$ cat src/rtl/seg7_pkg.sv
// rtl/seg7_pkg.sv - shared constants and types for the 7-segment scan receiver
//
// Purpose: glyph table, blank pattern, segment bit order and digit record
//          shared by seg7_glyph_dec and seg7_scan_rx.
// Ports:   none (package).
package seg7_pkg;

  // Segment bit order within a 7-bit pattern (active-low on the bus).
  localparam int SEG_A = 0;
  localparam int SEG_B = 1;
  localparam int SEG_C = 2;
  localparam int SEG_D = 3;
  localparam int SEG_E = 4;
  localparam int SEG_F = 5;
  localparam int SEG_G = 6;

  // All segments dark.
  localparam logic [6:0] SEG_BLANK = 7'b1111111;

  // Active-low glyphs, written g..a (MSB first), indexed by nibble value.
  localparam logic [6:0] GLYPH [16] = '{
    7'b1000000, // 0
    7'b1111001, // 1
    7'b0100100, // 2
    7'b0110000, // 3
    7'b0011001, // 4
    7'b0010010, // 5
    7'b0000010, // 6
    7'b1111000, // 7
    7'b0000000, // 8
    7'b0010000, // 9
    7'b0001000, // A
    7'b0000011, // b
    7'b1000110, // C
    7'b0100001, // d
    7'b0000110, // E
    7'b0001110  // F
  };

  // One decoded digit.
  typedef struct packed {
    logic [3:0] nibble;
    logic       blank;
    logic       err;
  } digit_t;

endpackage

$ cat src/rtl/seg7_glyph_dec.sv
// rtl/seg7_glyph_dec.sv - combinational active-low segment pattern to nibble decoder
//
// Purpose: map one 7-bit active-low segment pattern to a hex nibble, flagging
//          the all-dark pattern as blank and anything unrecognised as err.
// Ports:
//   i_seg_n   in  7  active-low segments, bit0=a .. bit6=g
//   o_nibble  out 4  decoded value (0 when blank or err)
//   o_blank   out 1  pattern was all dark
//   o_err     out 1  pattern is not a legal hex glyph
module seg7_glyph_dec
  import seg7_pkg::*;
(
  input  logic [6:0] i_seg_n,
  output logic [3:0] o_nibble,
  output logic       o_blank,
  output logic       o_err
);

  always_comb begin
    o_nibble = 4'h0;
    o_blank  = 1'b0;
    o_err    = 1'b1;
    if (i_seg_n == SEG_BLANK) begin
      o_blank = 1'b1;
      o_err   = 1'b0;
    end else begin
      for (int k = 0; k < 16; k++) begin
        if (i_seg_n == GLYPH[k]) begin
          o_nibble = 4'(k);
          o_err    = 1'b0;
        end
      end
    end
  end

endmodule

$ cat src/rtl/seg7_scan_rx.sv
// rtl/seg7_scan_rx.sv - 7-segment scan bus receiver with stability filter and frame handshake
//
// Purpose: watch a multiplexed active-low anode/segment bus, capture each digit
//          once its pattern has been steady for STABLE cycles, assemble NDIG
//          digits into a frame and offer it through a valid/ready handshake.
// Ports:
//   i_clk          in  1       system clock
//   i_rst_n        in  1       asynchronous active-low reset
//   i_an_n         in  NDIG    active-low one-hot digit select
//   i_seg_n        in  7       active-low segments, bit0=a .. bit6=g
//   i_frame_ready  in  1       consumer accepts the held frame
//   o_digits       out 4*NDIG  decoded nibbles, digit i at [4i+3:4i]
//   o_blank        out NDIG    digit i was all dark
//   o_err          out NDIG    digit i was not a legal glyph
//   o_overrun      out 1       a complete frame was dropped while holding
//   o_frame_valid  out 1       outputs hold a complete frame
module seg7_scan_rx
  import seg7_pkg::*;
#(
  parameter int NDIG   = 8,
  parameter int STABLE = 4
) (
  input  logic              i_clk,
  input  logic              i_rst_n,
  input  logic [NDIG-1:0]   i_an_n,
  input  logic [6:0]        i_seg_n,
  input  logic              i_frame_ready,
  output logic [4*NDIG-1:0] o_digits,
  output logic [NDIG-1:0]   o_blank,
  output logic [NDIG-1:0]   o_err,
  output logic              o_overrun,
  output logic              o_frame_valid
);

  localparam int RW = $clog2(STABLE + 1);
  localparam logic [NDIG-1:0] ONE = NDIG'(1);

  typedef enum logic {S_COLLECT, S_HOLD} state_t;

  state_t              r_state;
  state_t              w_state_nx;
  logic [NDIG+6:0]     r_prev;
  logic [RW-1:0]       r_run;
  logic [NDIG-1:0]     r_seen;
  logic [4*NDIG-1:0]   r_sh_nib;
  logic [NDIG-1:0]     r_sh_blank;
  logic [NDIG-1:0]     r_sh_err;
  logic [4*NDIG-1:0]   r_digits;
  logic [NDIG-1:0]     r_blank;
  logic [NDIG-1:0]     r_err;
  logic                r_overrun;
  logic                r_valid;

  logic [NDIG-1:0]     w_sel;
  logic                w_legal;
  logic                w_same;
  logic                w_cap;
  logic [NDIG-1:0]     w_cap_vec;
  logic                w_full;
  logic [3:0]          w_nib;
  logic                w_blank;
  logic                w_err;
  logic                w_load;
  logic                w_seen_clr;
  logic                w_ovr_set;
  logic                w_ack;

  seg7_glyph_dec u_dec (
    .i_seg_n  (i_seg_n),
    .o_nibble (w_nib),
    .o_blank  (w_blank),
    .o_err    (w_err)
  );

  // Exactly one anode low: nonzero and no second bit set.
  assign w_sel   = ~i_an_n;
  assign w_legal = (w_sel != '0) && ((w_sel & (w_sel - ONE)) == '0);
  assign w_same  = ({i_an_n, i_seg_n} == r_prev);

  // The edge on which the run climbs from STABLE-1 to STABLE is the single
  // capture point of a run; once saturated no further capture happens.
  assign w_cap     = w_legal && w_same && (r_run == RW'(STABLE - 1));
  assign w_cap_vec = w_cap ? w_sel : '0;
  assign w_full    = &r_seen;

  always_ff @(posedge i_clk or negedge i_rst_n) begin
    if (!i_rst_n) begin
      r_state <= S_COLLECT;
    end else begin
      r_state <= w_state_nx;
    end
  end

  always_comb begin
    w_state_nx = r_state;
    w_load     = 1'b0;
    w_seen_clr = 1'b0;
    w_ovr_set  = 1'b0;
    w_ack      = 1'b0;
    case (r_state)
      S_COLLECT: begin
        if (w_full) begin
          w_load     = 1'b1;
          w_seen_clr = 1'b1;
          w_state_nx = S_HOLD;
        end
      end
      S_HOLD: begin
        // frame_valid is always high here, so ready alone is the handshake.
        // A fill coinciding with the handshake is dropped.
        if (i_frame_ready) begin
          w_ack      = 1'b1;
          w_seen_clr = w_full;
          w_state_nx = S_COLLECT;
        end else if (w_full) begin
          w_ovr_set  = 1'b1;
          w_seen_clr = 1'b1;
        end
      end
      default: w_state_nx = S_COLLECT;
    endcase
  end

  always_ff @(posedge i_clk or negedge i_rst_n) begin
    if (!i_rst_n) begin
      r_prev     <= '0;
      r_run      <= '0;
      r_seen     <= '0;
      r_sh_nib   <= '0;
      r_sh_blank <= '0;
      r_sh_err   <= '0;
      r_digits   <= '0;
      r_blank    <= '0;
      r_err      <= '0;
      r_overrun  <= 1'b0;
      r_valid    <= 1'b0;
    end else begin
      r_prev <= {i_an_n, i_seg_n};

      if (!w_legal) begin
        r_run <= '0;
      end else if (!w_same) begin
        r_run <= RW'(1);
      end else if (r_run < RW'(STABLE)) begin
        r_run <= r_run + RW'(1);
      end

      for (int k = 0; k < NDIG; k++) begin
        if (w_cap_vec[k]) begin
          r_sh_nib[4*k +: 4] <= w_nib;
          r_sh_blank[k]      <= w_blank;
          r_sh_err[k]        <= w_err;
        end
      end

      // A capture on a clearing edge still marks its own digit as seen.
      r_seen <= (w_seen_clr ? '0 : r_seen) | w_cap_vec;

      if (w_load) begin
        r_digits <= r_sh_nib;
        r_blank  <= r_sh_blank;
        r_err    <= r_sh_err;
        r_valid  <= 1'b1;
      end
      if (w_ack) begin
        r_valid   <= 1'b0;
        r_overrun <= 1'b0;
      end else if (w_ovr_set) begin
        r_overrun <= 1'b1;
      end
    end
  end

  assign o_digits      = r_digits;
  assign o_blank       = r_blank;
  assign o_err         = r_err;
  assign o_overrun     = r_overrun;
  assign o_frame_valid = r_valid;

endmodule

$ cat config.mk
export PLATFORM = sky130hd
export DESIGN_NAME = seg7_scan_rx
export DESIGN_NICKNAME = d
export VERILOG_FILES = /design/src/rtl/seg7_pkg.sv /design/src/rtl/seg7_glyph_dec.sv /design/src/rtl/seg7_scan_rx.sv
export SDC_FILE = /design/constraint.sdc
export NUM_CORES = 1
export LEC_CHECK = 0
export BUFFER_PORTS_ARGS = -buffer_cell sky130_fd_sc_hd__buf_2
export CAP_MARGIN = 20
export CORE_MARGIN = 2
export CORE_UTILIZATION = 30
export CTS_CLUSTER_SIZE = 25
export DETAILED_ROUTE_END_ITERATION = 7
export GPL_TIMING_DRIVEN = 0
export MAX_ROUTING_LAYER = met4
export PLACE_DENSITY_LB_ADDON = 0.08
export SLEW_MARGIN = 20
export SYNTH_ARGS = -nofsm -noshare
export SYNTH_HDL_FRONTEND = slang
export SYNTH_HIERARCHICAL = 1
export SYNTH_SLANG_ARGS = --single-unit
$ cat constraint.sdc
create_clock -name i_clk -period 2.65 [get_ports i_clk]
set_clock_uncertainty 0.05 [all_clocks]
set_input_delay 0.265 -clock i_clk [delete_from_list [all_inputs] [get_ports i_clk]]
set_output_delay 0.265 -clock i_clk [all_outputs]
set_load 0.01 [all_outputs]
[Yosys cells after proc, flatten, opt, wreduce, memory -nomap -nowiden]
Cells that the tools add are included.
Cells by class
  order comparisons: 1
  multiply operators: 0
  equality and inequality tests: 19
  divide/modulo/power cells: 0
  add/subtract/negate cells: 2
  bitwise gates (word level): 4
  reduce and logical (&&, ||, !) cells: 9
  shift operators: 0
  multiplexer cells: 53
Operators by type and width (count)
  $mux 4: 9
  $eq 7x7->1 const B: 5
  $mux 1: 31
  $eq 7x5->1 const B: 3
  $eq 7x6->1 const B: 3
  $mux 3: 7
  $mux 8: 2
  $eq 15x15->1: 1
  $eq 7x2->1 const B: 2
  $eq 7x4->1 const B: 2
  $and 8x8->8: 1
  $logic_not 8->1: 1
  $not 8->8: 1
  $or 8x8->8: 1
  $reduce_and 8->1: 1
  $reduce_bool 8->1: 1
  $sub 8x1->8 const B: 1
  $eq 7x3->1 const B: 1
  $logic_not 7->1: 1
  $mux 2: 2
  $pmux 1 s2: 2
  $reduce_bool 2->1: 2
  $add 3x1->3 const B: 1
  $eq 3x2->1 const B: 1
  4 further kinds: 6
Storage, ports and cells
  bits of input ports: 18
  memory bits (read-only): 0
  bits in latches: 0
  flip-flop bits (word level): 125
  memories: 0
  bits in writable memories: 0
  output and inout port bits: 50

[Longest topological paths before layout]
  word-level depth: 18
  gate-level depth with buffers: 7
  mapped depth without buffers: 6

[Modules after synthesis]
Netlist, hierarchy kept.
By module, submodules not included
  seg7_scan_rx: area an instance 4884.7 µm², times used 1, cells each 304, sequential area each 3128.0 µm²
  seg7_glyph_dec: area an instance 424.2 µm², times used 1, cells each 62, sequential area each 0.0 µm²

[Least setup slack after synthesis]
Ideal clock, no wire load.
  path kind: input to register
  from: in i_an_n[4]
  to: reg r_sh_blank[2]
  path slack: 566 ps
  data required time: 2475 ps
  path buffers: 2
  setup time: 125 ps
  cell stages on the path: 7
  arrival: 1909 ps
  path through: buf_2 > xor2_1 > nor4_1 > nand4_1 > buf_4 > nor4_4 > mux2_2
On the way
  longest elaborated chain between the ends: 8
  elaborated cells between the ends (all ways): 10
  classes of those cells: add/sub (1); eq/ne (1); mux (1); bitwise (2); reduce/logical (5)
RTL lines
  start, declared: line seg7_scan_rx.sv:25  | input logic [NDIG-1:0] i_an_n,
  $not 8->8: line seg7_scan_rx.sv:76  | assign w_sel = ~i_an_n;
  $sub 8x1->8: line seg7_scan_rx.sv:77  | assign w_legal = (w_sel != '0) && ((w_sel & (w_sel - ONE)) == '0);
  $and 8x8->8: line seg7_scan_rx.sv:77
  $logic_not 8->1: line seg7_scan_rx.sv:77
  $logic_and 1x1->1: line seg7_scan_rx.sv:77
  $logic_and 1x1->1 * (2 in a row): line seg7_scan_rx.sv:82  | assign w_cap = w_legal && w_same && (r_run == RW'(STABLE - 1));
  $mux 8 *: line seg7_scan_rx.sv:83  | assign w_cap_vec = w_cap ? w_sel : '0;
  end signal, assigned by index: line seg7_scan_rx.sv:151  | r_sh_blank[k] <= w_blank;
  end, declared: line seg7_scan_rx.sv:46  | logic [NDIG-1:0] r_sh_blank;
Every way passes the cells marked *; elsewhere a longest branch is shown, timed or not.
A chain may end at the register's enable or synchronous reset.

[Final worst setup path]
  from: in i_seg_n[3]
  to: reg r_sh_nib[10]
On the way
  longest elaborated chain between the ends: 14
  elaborated cells between the ends (all ways): 30
  classes of those cells: eq/ne (13); mux (14); reduce/logical (3)
RTL lines
  start, declared: line seg7_scan_rx.sv:26  | input logic [6:0] i_seg_n,
  $eq 7x5->1: line seg7_glyph_dec.sv:28  | if (i_seg_n == GLYPH[k]) begin
  $mux 3 (4 in a row): line seg7_glyph_dec.sv:28
  $mux 4 (8 in a row): line seg7_glyph_dec.sv:28
  $mux 4 *: line seg7_glyph_dec.sv:23  | if (i_seg_n == SEG_BLANK) begin
  named net w_nib[2]: line seg7_scan_rx.sv:60  | logic [3:0] w_nib;
  end signal, assigned by index: line seg7_scan_rx.sv:150  | r_sh_nib[4*k +: 4] <= w_nib;
  end, declared: line seg7_scan_rx.sv:45  | logic [4*NDIG-1:0] r_sh_nib;
Mark *: on every way through the listed nets, which the timed path passes. The rest lies on a longest branch.

==> impl_metrics.ini <==
[run_status]
outcome = finished, final reports clean

[setup_path]
cp.arrival_ns = 2.76
crit_family = buffers and inverters
path_buf_inv = 3
cp.depth = 9
path_cells = dlygate4sd3_1 > buf_2 > buf_2 > nor4_1 > a22oi_2 > nor3_1 > or3_4 > o21bai_1 > mux2_1
reg2reg_to = o_digits[16]
crit_top_cell = buf_2
crit_slowest_cell = dlygate4sd3_1
cp_data_required_time_ns = 2.88
rr_worst_depth = 6
regToRegStartpoint = r_seen[6]
worstSetupPathType = in2reg
setup.worst_path.end_class = flop
r2r_setup_slack_ns = 0.24
cp_slowest_stage_delay_ns = 0.53
crit_path_start_kind = input pin
cp_max_fo = 10

[cts]
cts_buffers = 17
cts_root_buf = clkbuf_16
cts_sinks = 125
clk_pin_slew_ns = 0.05
clock_latency_ns = 0.41
cts_tree = built
cts_buffer_depth = 2
cts.htree.levels = 4

[timing]
relSlewSlack_pct = 35.3
fin_crit_ns = 2.53
slew_violations = 0
clock.fmax_mhz = 396
layout_setup_ws_ns = 0.125
rsz0062_at_grt = no
worst_pin_slew_ns = 0.964
setup_viol = 0
hold_viol_final = 0
holdWs_ns = 0.0257
finalCritPeriodShare_pct = 95.3

[hold_path]
hp-start = i_seg_n[0]
worstHoldPathType = in2reg
holdPathStages = 1
min_to = r_prev[0]

[logic_synthesis]
synth.distinct_cells = 47
ys.flop_type = dfrtp_1
yosysWarnings = 6
synth_area_leaders = dfrtp_1, mux2_2, nor4_4
synth-seq-cells = 125
syn_inst = 366
synthesis.area_mm2 = 0.00531
synth_top_area_cell = dfrtp_1
synth_nets = 386
synth_edf_count = 0
yosys.area.top_type_share_pct = 58.9
synth_seq_area_share_pct = 58.9
synthArstFlopShare_pct = 100
synth_area_per_cell_um2 = 14.5

[pwr]
powerDensity_mw_per_mm2 = 649
ir_drop_uv = 459
p_total_w = 0.00441
p_leak_nw = 3.46

[cells_and_area]
area_growth_syn_to_layout_pct = 28.2
fillers = 1691
final_util_pct = 39.4
nets = 497
layout_common_cells = dfrtp_1, mux2_2, buf_2, xor2_1, clkbuf_16
final_cell_area_mm2 = 0.00681
drive_gt1_share_pct = 45.9
layout_commonest_cell = dfrtp_1

[placed_design]
place_ws_ns = -0.125
port_buffers = 67
gp_congestion = 0.811
post_dp_cell_area_mm2 = 0.00596
hpwl_mm = 7.75

[global_route]
grt_start_max_net_pins = 100
grt_antenna_before_repair = 0
grtUsageTotal_pct = 14.0
first_global_vias = 3393
grt_pass1_wl_mm = 18.7
grt_overflow = 0

[routing]
wirelength_mm = 11.7
dr_total_vias = 3275
via_per_inst = 4.59
drc_errors = 0
ant_nets = 0
dr.first_iter.drc_count = 120
wl_per_cell_um = 16.4
first_pass_iters = 4

[run]
drv_cap = 0

[die]
io_pins = 68
initial_core_util_pct = 30.7
core_mm2 = 0.0173
die_height_um = 137
dieArea_mm2 = 0.0188
die_w_um = 137
std_cell_rows = 48
-- cells in the mapped netlist, drive strengths merged (2+ instances only) --
library cell  count
nand4b            4
o211ai            2
inv               5
ha                2
nand4             7
or3               2
dfrtp           125
o21bai            2
o21ai             7
mux2i             3
or2               2
nor3              8
buf              16
xor2             18
clkbuf            3
nand2             7
a21oi             8
nor4             12
a21o              8
mux2             96
xnor2             2
a21boi            2
nor2             11
-- repair_timing --
| action | CTS | global route |
|---|---|---|
| endpoints found under the setup margin | 0 | 48 |
| gates resized for setup | 0 | 2 |
| setup buffers | 0 | 10 |
| endpoints found under the hold margin | 39 | 0 |
| hold buffers | 14 | 0 |
-- area by class of cell --
class                      instances  area (µm²)  share of cell area (%)
clock inverter                     7         115                    1.69
buffer                            19         125                    1.84
inverter                           5        18.8                   0.276
antenna                            1        2.50                  0.0368
sequential                       125        3130                    46.0
tap                              225         282                    4.14
clock buffer                      23         458                    6.73
multi-input combinational        217        2050                    30.1
timing repair buffer              92         626                    9.19
-- cells by family (layout without fill, tap and decap cells) --
group	after synthesis	count (layout)	share of synthesized area, %
muxes	99	99	20.9
and+or+nand+nor	61	61	9.12
adders and majority gates	2	2	0.471
AOI/OAI and AO/OA	35	35	4.55
other	0	1	0
buffers and inverters	24	146	2.71
xor gates and xnor gates	20	20	3.30
DFF	125	125	58.9
-- per-layer routing --
layer,GRT usage [%],part of all wire [%],vias to the layer above
li1,-,-,1548
met1,17.8,47,1656
met2,21.0,48,58
met3,4.04,3.8,13
met4,5.50,1.5,0
met5,-,0,-
-- sequential cells by signal (all words and copies together), names as in the netlist --
name,count
o_digits,32
r_sh_nib,32
r_prev,15
o_blank,8
o_err,8
r_seen,8
r_sh_blank,8
r_sh_err,8
r_run,3
o_frame_valid,1
o_overrun,1
r_state,1
-- per-stage QoR --
stage / std cells / setup TNS [ns]
after CTS: 703 / 0
after floorplan: 366 / 0
final: 714 / 0
after global placement: 658 / -50.16
after global routing: 713 / 0
after detailed placement: 659 / -1.60
-- power by group --
part | leakage (nW) | switching [W] | internal [W]
clock network | 0.273 | 0.000792 | 0.00149
registers | 1.71 | 0.00000708 | 0.00193
logic | 1.48 | 0.000129 | 0.0000728
-- worst max-delay path by stage --
stage	startpoint	to	slack (ns)
2_1_floorplan	i_an_n[4]	r_sh_blank[2]	0.57
3_3_place_gp	i_rst_n	o_digits[24]	-0.40
3_5_place_dp	i_an_n[6]	r_sh_nib[24]	-0.12
4_1_cts	i_seg_n[2]	r_sh_nib[24]	0.001
5_1_grt	r_seen[7]	o_digits[29]	0.002
6_report	i_seg_n[3]	r_sh_nib[10]	0.12
No activity file was read; power rests on OpenSTA's default activity.
